$ cat src/rtl/lsu_pkg.sv
`default_nettype none
// ============================================================================
// Module   : lsu_pkg
// Purpose  : Shared constants and types for the LSU memory bridge. Holds the
//            data width, the RV32I load/store funct3 encodings, the bridge
//            FSM state type and a helper that maps funct3 to an access size.
// Ports    : none (package)
// Revision : 1.0 - initial release
// ============================================================================
package lsu_pkg;

    localparam int XLEN   = 32;
    localparam int MASK_W = XLEN / 8;

    localparam logic [2:0] F3_B  = 3'b000;
    localparam logic [2:0] F3_H  = 3'b001;
    localparam logic [2:0] F3_W  = 3'b010;
    localparam logic [2:0] F3_BU = 3'b100;
    localparam logic [2:0] F3_HU = 3'b101;

    typedef enum logic [1:0] {
        ST_IDLE   = 2'd0,
        ST_ACCESS = 2'd1,
        ST_WAIT   = 2'd2,
        ST_RESP   = 2'd3
    } lsu_state_t;

    typedef enum logic [1:0] {
        SZ_BYTE = 2'd0,
        SZ_HALF = 2'd1,
        SZ_WORD = 2'd2
    } lsu_size_t;

    // Reserved encodings (011, 110, 111) fall through to a word access.
    function automatic lsu_size_t f3_size(input logic [2:0] f3);
        case (f3)
            F3_B, F3_BU: f3_size = SZ_BYTE;
            F3_H, F3_HU: f3_size = SZ_HALF;
            F3_W:        f3_size = SZ_WORD;
            default:     f3_size = SZ_WORD;
        endcase
    endfunction

endpackage
`default_nettype wire

$ cat src/rtl/lsu_load_align.sv
`default_nettype none
// ============================================================================
// Module   : lsu_load_align
// Purpose  : Combinational load alignment. Selects the byte/halfword lane
//            from a RAM word and sign- or zero-extends it to XLEN bits.
// Ports    : i_rdata   [XLEN-1:0] raw RAM read word
//            i_addr_lo [1:0]      low byte-address bits of the access
//            i_funct3  [2:0]      RV32I load funct3
//            o_data    [XLEN-1:0] aligned, extended load result
// Revision : 1.0 - initial release
// ============================================================================
module lsu_load_align
    import lsu_pkg::*;
(
    input  logic [XLEN-1:0] i_rdata,
    input  logic [1:0]      i_addr_lo,
    input  logic [2:0]      i_funct3,
    output logic [XLEN-1:0] o_data
);

    logic [7:0]  w_byte;
    logic [15:0] w_half;
    logic        w_signed;

    // funct3[2] distinguishes the unsigned variants (LBU/LHU).
    assign w_signed = ~i_funct3[2];
    assign w_byte   = i_rdata[{i_addr_lo, 3'b000} +: 8];
    assign w_half   = i_addr_lo[1] ? i_rdata[31:16] : i_rdata[15:0];

    always_comb begin
        o_data = i_rdata;
        case (f3_size(i_funct3))
            SZ_BYTE: o_data = {{(XLEN-8){w_signed & w_byte[7]}}, w_byte};
            SZ_HALF: o_data = {{(XLEN-16){w_signed & w_half[15]}}, w_half};
            default: o_data = i_rdata;
        endcase
    end

endmodule
`default_nettype wire

$ cat src/rtl/lsu_mem_bridge.sv
`default_nettype none
// ============================================================================
// Module   : lsu_mem_bridge
// Purpose  : LSU back end in front of the data-RAM port. Accepts one core
//            load/store at a time, issues a single word-aligned RAM access
//            with byte mask and lane-shifted store data, then returns the
//            aligned/extended load word on a valid/ready response channel.
// Config   : LSU_MISALIGN_TRAP_EN - when defined, misaligned halfword/word
//            accesses skip the RAM and respond with resp_err=1. When
//            undefined, low address bits are ignored and resp_err is 0.
// Ports    : clock, reset (async, active-low)
//            req_valid/req_ready/req_wen/req_funct3/req_addr/req_wdata
//            resp_valid/resp_ready/resp_rdata/resp_err
//            mem_valid/mem_wen/mem_raddr/mem_waddr/mem_wdata/mem_wmask/mem_rdata
// Revision : 1.0 - initial release
// ============================================================================
module lsu_mem_bridge
    import lsu_pkg::*;
(
    input  logic              clock,
    input  logic              reset,
    input  logic              req_valid,
    output logic              req_ready,
    input  logic              req_wen,
    input  logic [2:0]        req_funct3,
    input  logic [XLEN-1:0]   req_addr,
    input  logic [XLEN-1:0]   req_wdata,
    output logic              resp_valid,
    input  logic              resp_ready,
    output logic [XLEN-1:0]   resp_rdata,
    output logic              resp_err,
    output logic              mem_valid,
    output logic              mem_wen,
    output logic [XLEN-1:0]   mem_raddr,
    output logic [XLEN-1:0]   mem_waddr,
    output logic [XLEN-1:0]   mem_wdata,
    output logic [MASK_W-1:0] mem_wmask,
    input  logic [XLEN-1:0]   mem_rdata
);

    lsu_state_t        r_state;
    lsu_state_t        w_state_nxt;

    logic              r_wen;
    logic [2:0]        r_funct3;
    logic [XLEN-1:0]   r_addr;
    logic [XLEN-1:0]   r_wdata_lane;
    logic [MASK_W-1:0] r_wmask;
    logic [XLEN-1:0]   r_resp_rdata;

    logic              w_accept;
    logic              w_misalign;
    lsu_size_t         w_req_size;
    logic [XLEN-1:0]   w_wdata_lane;
    logic [MASK_W-1:0] w_wmask;
    logic [XLEN-1:0]   w_load_ext;

    assign w_accept   = req_valid && (r_state == ST_IDLE);
    assign w_req_size = f3_size(req_funct3);

    // Store lane steering: unused byte lanes are zeroed so mem_wdata only
    // carries the bytes enabled by the mask.
    always_comb begin
        w_wmask      = '1;
        w_wdata_lane = req_wdata;
        case (w_req_size)
            SZ_BYTE: begin
                w_wmask      = 4'b0001 << req_addr[1:0];
                w_wdata_lane = {24'd0, req_wdata[7:0]} << {req_addr[1:0], 3'b000};
            end
            SZ_HALF: begin
                w_wmask      = 4'b0011 << {req_addr[1], 1'b0};
                w_wdata_lane = {16'd0, req_wdata[15:0]} << {req_addr[1], 4'b0000};
            end
            default: begin
                w_wmask      = '1;
                w_wdata_lane = req_wdata;
            end
        endcase
    end

`ifdef LSU_MISALIGN_TRAP_EN
    logic r_err;

    always_comb begin
        w_misalign = 1'b0;
        case (w_req_size)
            SZ_HALF: w_misalign = req_addr[0];
            SZ_WORD: w_misalign = (req_addr[1:0] != 2'b00);
            default: w_misalign = 1'b0;
        endcase
    end

    always_ff @(posedge clock or negedge reset) begin
        if (!reset) begin
            r_err <= 1'b0;
        end else if (w_accept) begin
            r_err <= w_misalign;
        end
    end

    assign resp_err = r_err;
`else
    assign w_misalign = 1'b0;
    assign resp_err   = 1'b0;
`endif

    lsu_load_align u_load_align (
        .i_rdata   (mem_rdata),
        .i_addr_lo (r_addr[1:0]),
        .i_funct3  (r_funct3),
        .o_data    (w_load_ext)
    );

    // State register. Because the strobes below decode r_state directly, an
    // asserted reset drops mem_valid immediately and abandons any access.
    always_ff @(posedge clock or negedge reset) begin
        if (!reset) begin
            r_state <= ST_IDLE;
        end else begin
            r_state <= w_state_nxt;
        end
    end

    always_comb begin
        w_state_nxt = r_state;
        req_ready   = 1'b0;
        resp_valid  = 1'b0;
        mem_valid   = 1'b0;
        mem_wen     = 1'b0;
        mem_wmask   = '0;
        case (r_state)
            ST_IDLE: begin
                req_ready = 1'b1;
                if (w_accept) begin
                    w_state_nxt = w_misalign ? ST_RESP : ST_ACCESS;
                end
            end
            ST_ACCESS: begin
                mem_valid   = 1'b1;
                mem_wen     = r_wen;
                mem_wmask   = r_wmask;
                w_state_nxt = ST_WAIT;
            end
            ST_WAIT: begin
                w_state_nxt = ST_RESP;
            end
            ST_RESP: begin
                resp_valid = 1'b1;
                if (resp_ready) begin
                    w_state_nxt = ST_IDLE;
                end
            end
            default: begin
                w_state_nxt = ST_IDLE;
            end
        endcase
    end

    always_ff @(posedge clock or negedge reset) begin
        if (!reset) begin
            r_wen        <= 1'b0;
            r_funct3     <= 3'd0;
            r_addr       <= '0;
            r_wdata_lane <= '0;
            r_wmask      <= '0;
            r_resp_rdata <= '0;
        end else begin
            if (w_accept) begin
                r_wen        <= req_wen;
                r_funct3     <= req_funct3;
                r_addr       <= req_addr;
                r_wdata_lane <= w_wdata_lane;
                r_wmask      <= w_wmask;
                // A trapped request jumps straight to RESP with zero data.
                if (w_misalign) begin
                    r_resp_rdata <= '0;
                end
            end
            // RAM word is valid here, one cycle after the ACCESS strobe.
            if (r_state == ST_WAIT) begin
                r_resp_rdata <= r_wen ? '0 : w_load_ext;
            end
        end
    end

    assign resp_rdata = r_resp_rdata;
    assign mem_raddr  = {r_addr[XLEN-1:2], 2'b00};
    assign mem_waddr  = {r_addr[XLEN-1:2], 2'b00};
    assign mem_wdata  = r_wdata_lane;

endmodule
`default_nettype wire

$ cat config.mk
export PLATFORM = sky130hd
export DESIGN_NAME = lsu_mem_bridge
export DESIGN_NICKNAME = d
export VERILOG_FILES = /design/src/rtl/lsu_pkg.sv /design/src/rtl/lsu_load_align.sv /design/src/rtl/lsu_mem_bridge.sv
export SDC_FILE = /design/constraint.sdc
export NUM_CORES = 1
export LEC_CHECK = 0
export ABC_AREA = 0
export CAP_MARGIN = 20
export CORE_UTILIZATION = 40
export CTS_CLUSTER_DIAMETER = 40
export CTS_CLUSTER_SIZE = 12
export DETAILED_ROUTE_END_ITERATION = 7
export PLACE_DENSITY_LB_ADDON = 0.08
export REMOVE_ABC_BUFFERS = 1
export SETUP_SLACK_MARGIN = 0.05
export SYNTH_ARGS = -nofsm -noshare
export SYNTH_HDL_FRONTEND = slang
export SYNTH_HIERARCHICAL = 1
export SYNTH_SLANG_ARGS = --single-unit
$ cat constraint.sdc
create_clock -name clock -period 1.7 [get_ports clock]
set_clock_uncertainty 0.05 [all_clocks]
set_input_delay 0.34 -clock clock [delete_from_list [all_inputs] [get_ports clock]]
set_output_delay 0.34 -clock clock [all_outputs]
set_load 0.03 [all_outputs]
---- Word-level counts from Yosys, hierarchy flattened ----
Cells that the tools add are included.
Widths: inputs -> output; s select.
word-level totals
  register bits after elaboration ......... 106
  input port bits ......................... 104
  logic and storage cells ................. 54
  output and inout port bits .............. 137
operators by class
  eq/ne operators ......................... 13
  shift-type cells ........................ 5
  muxes and demuxes ....................... 15
  reduce and logical (&&, ||, !) cells .... 11
  bitwise gates (word level) .............. 3
operators with widths
  operator             count
  $pmux 32 s2          2
  $mux 32              1
  $shiftx 32x6->8      1
  $shl 16x5->32        1
  $shl 8x5->32         1
  $mux 16              1
  $eq 3x3->1 const B   4
  $pmux 2 s2           2
  $pmux 2 s4           1
  $pmux 4 s2           1
  $reduce_or 2->1      4
  $eq 2x1->1 const B   3
  $eq 3x1->1 const B   2
  $logic_not 2->1      3
  $logic_not 3->1      2
  $eq 2x2->1 const B   2
  $mux 1               4
  $mux 2               2
  $mux 4               1
  $ne 2x2->1 const B   2
  $shl 1x2->4 const A  1
  $shl 2x2->4 const A  1
  $and 1x1->1          2
  $reduce_and 2->1     1
  2 further kinds      2

---- Logic depth before layout (Yosys ltp) ----
  word-level depth ........................ 6
  gate-level depth with buffers ........... 8
  gate-level depth less buffers ........... 6

---- Hierarchy ----
The synthesis kept the hierarchy.
modules (own cells, without submodules)
  module          instances  cells each  seq. area each (sq um)  area each (sq um)
  lsu_mem_bridge  1          522         2652.5                  4926.0
  lsu_load_align  1          129         0.0                     729.4

---- Worst setup path before layout ----
No wires, ideal clock.
  path kind ............................... reg2reg
  start ................................... register r_state[0]
  end ..................................... register r_wdata_lane[12] (netlist: mem_wdata[12])
  path buffers ............................ 1
  setup slack ............................. -95 ps
  setup time .............................. 126 ps
  data arrival time ....................... 1619 ps
  required time ........................... 1524 ps
  cell stages (with the launch flop) ...... 7
  period minus slack after synthesis ...... 1795 ps
  cells stage by stage .................... dfrtp_1 -> inv_1 -> ha_1 -> nand2_2 -> buf_2 -> and2_0 -> a221o_1
on the way
  cells in the longest elaborated chain, start to end .. 2
RTL lines
  what                    line                   text
  from (decl)             lsu_mem_bridge.sv:41   lsu_state_t r_state;
  from (signal assigned)  lsu_mem_bridge.sv:121  r_state <= w_state_nxt;
  $logic_not 2->1         lsu_mem_bridge.sv:58   assign w_accept = req_valid && (r_state == ST_IDLE);
  $logic_and 1x1->1       lsu_mem_bridge.sv:58
  to (signal assigned)    lsu_mem_bridge.sv:173  r_wdata_lane <= w_wdata_lane;
  to (decl)               lsu_mem_bridge.sv:47   logic [XLEN-1:0] r_wdata_lane;
Every way passes these cells.
A chain may end at the register's enable or synchronous reset.

---- Final worst setup path ----
  start ................................... register r_state[1]
  end ..................................... output port mem_wmask[1]
on the way
  cells in the longest elaborated chain, start to end .. 2
RTL lines
  what        line                   text
  $eq 2x1->1  lsu_mem_bridge.sv:132  case (r_state)
  $mux 4      lsu_mem_bridge.sv:132
  to (decl)   lsu_mem_bridge.sv:37   output logic [MASK_W-1:0] mem_wmask,
Every way passes these cells.

==> out/results.ini <==
[timing]
rsz0062_at_grt=true
fmax_mhz=590
timing.final.ws_setup_ns=0.00384
hold_slack_ns=0.328
fin_setup_tns_ns=0
fin_crit_sh_pct=99.8
final_max_slew_viol_count=0
min_period_ns=1.70
setup_viol=0
hold_viol_final=0

[routing]
via_per_inst=4.92
wl_per_cell_um=15.3
route.met2.wl_um=7690
num_vias=5134
m1WireLength_um=6630
routed.top_layer=met4
final_antenna_net_count=0
dr_wl_met3_um=1300
drcViolationCount=0
routed_wl_um=16000
drt-initial-drc-count=403
firstDrtPassIters=6

[synth]
yosysUniqueCellTypes=45
ys_warn_count=6
syn-cell-area_um2=5660
synthFlopType=dfrtp_1
ys_async_sr_fraction_pct=100
synth-edff-count=0
syn_inst=651
syn_avg_cell_area_um2=8.69
ys_ff_latch=106
yosysSeqAreaShare_pct=46.9

[clock_tree]
clk_latency_ns=0.35
clock-sinks=106
htree_levels=3
cts_root_buf=clkbuf_16
cts_tree=yes
path_clk_slew_ns=0.07
clockBufferDepth=2
cts_buffers=9

[run_status]
outcome=complete, no violations

[global_routing]
grt_overflow=0
gr-usage-all-layers_pct=22.0
grt_pass1_vias=5015
grt_first_pass_wirelength_um=25000
antenna_found_initial=0
grt_max_degree=65

[layout]
fin_nets=967
final_cell_area_um2=8310
fill_cells=1270
diodes=0
layout_commonest_cell=nand2_1
final_cell_mix=nand2_1 (217), dlygate4sd2_1 (124), dfrtp_1 (103)
syn_to_final_growth_pct=46.9
layout-drive-gt1-share_pct=13.9

[placed_design]
io_buffers=235
place_ws_ns=-0.343
post_dp_cell_area_um2=7970
dp_hpwl_um=11700
globalplace.congestion=0.848

[critical_path]
critical_path.max_stage_delay_ns=0.40
crit_path_start=r_state[1]
cp_max_fo=6
worst-path-buf-inv=2
cp_num_cells=4
path_cells=inv_2 -> ha_4 -> and2_4 -> buf_6
critPathKind=flop to primary output
r2r-end=resp_rdata[14]
start_kind=flop
r2r_start=r_addr[0]
path_delay_family=flip-flops
r2r_setup_slack_ns=0.02
cp_data_arrival_time_ns=1.31
worstRegToRegCells=7
cp-end-kind=primary output
crit_slowest_cell=dfrtp_1
critPathRequiredTime_ns=1.31

[floorplan]
fp.dieArea_um2=14600
ios=241
fp.dieH_um=121
std_cell_rows=43
initial_core_util_pct=40.9
core_um2=13800
die_x_um=121

[pwr]
swShare_pct=47.0
powerDensity_nw_per_um2=1920
power_leakage_uw=0.00427
internal_power_uw=8470
p_sw_uw=7500
total_power_uw=16000
irDropWorstVdd_mv=0.969
p_seq_share_pct=27.9
combinationalPowerShare_pct=58.8
pwr-share-clk_pct=13.2

[run]
max-cap-violations=0

[hold_path]
hp-class=input port to async pin

[logic make-up after synthesis]
family	share of synthesized area, %
AO/OA/AOI/OAI	13.9
adder cells (fa/ha/maj)	1.11
buffers and inverters	15.4
flip-flops	46.9
multiplexers	0.996
other	0.0663
AND/OR/NAND/NOR	21.6
[Yosys cell counts (4+ instances only)]
master | count | area, µm²
ha_1 | 5 | 62.6
clkbuf_1 | 9 | 33.8
a22oi_1 | 8 | 60.1
a21oi_1 | 11 | 55.1
buf_4 | 66 | 495
o31ai_1 | 8 | 60.1
nand2b_2 | 6 | 52.6
o21ai_1 | 41 | 205
and2_0 | 4 | 25.0
a221o_1 | 24 | 240
inv_1 | 46 | 173
and3_1 | 8 | 50.1
buf_2 | 20 | 100
and2_1 | 10 | 62.6
buf_6 | 4 | 45.0
nand2_1 | 217 | 815
a222oi_1 | 7 | 70.1
nor2_1 | 12 | 45.0
dfrtp_1 | 106 | 2650
nor2b_1 | 4 | 25.0
[flip-flops by register name, indices dropped and copies added (netlist names)]
name / count
mem_wdata: 32
r_funct3: 3
r_addr: 32
r_state: 2
resp_rdata: 32
r_wmask: 4
r_wen: 1
[worst max path at each step]
stage / to / slack, ns
5_1_grt: mem_wmask[3] / -0.06
4_1_cts: resp_valid / 0.01
3_5_place_dp: resp_rdata[14] / -0.34
2_1_floorplan: resp_rdata[0] / -0.94
6_report: mem_wmask[1] / 0.004
3_3_place_gp: resp_rdata[8] / -0.22
[final cells by class]
type | instances | area (µm²) | share of cell area (%)
repair buffers | 292 | 2730 | 32.8
flip-flops and latches | 106 | 2660 | 32.0
multi-input cells | 401 | 2220 | 26.7
clock buffers | 12 | 246 | 2.97
well taps | 180 | 225 | 2.71
inverters | 48 | 180 | 2.17
clock inverters | 4 | 51.3 | 0.617
[power groups by stage]
stage / logic, µW / registers [µW] / clock network (µW)
2_1_floorplan: 2820 / 7090 / 0
3_3_place_gp: 9880 / 4500 / 0
3_5_place_dp: 9990 / 4510 / 0
4_1_cts: 9290 / 4470 / 2150
5_1_grt: 10100 / 4610 / 2260
6_report: 9400 / 4460 / 2110
[worst register-to-register path: cells and delay by family, from the launching register on]
kind / cells / cell delay [ns]
AO/OA/AOI/OAI: 2 / 0.33
flip-flops: 1 / 0.42
AND/OR/NAND/NOR: 2 / 0.11
multiplexers: 2 / 0.48
buffers and inverters: 1 / 0.16
[metal layers]
metal	GRT usage, %	vias up
li1	-	2463
met1	27.5	2433
met2	35.9	214
met3	6.02	24
met4	8.49	0
met5	0	-
[repair_timing]
action	CTS	global route
hold buffers	1	0
endpoints found under the setup margin	167	82
pin swaps	1	2
buffers inserted	3	4
endpoints found under the hold margin	11	0
gates cloned	0	0
gates resized for setup	147	17
[stage by stage]
step	instances	util, %
3_5_place_dp	1019	57.7
5_1_grt	1043	60.1
4_1_cts	1039	59.5
3_3_place_gp	1019	57.7
6_report	1043	60.1
2_1_floorplan	555	-
Power figures use the tool's default switching activity.
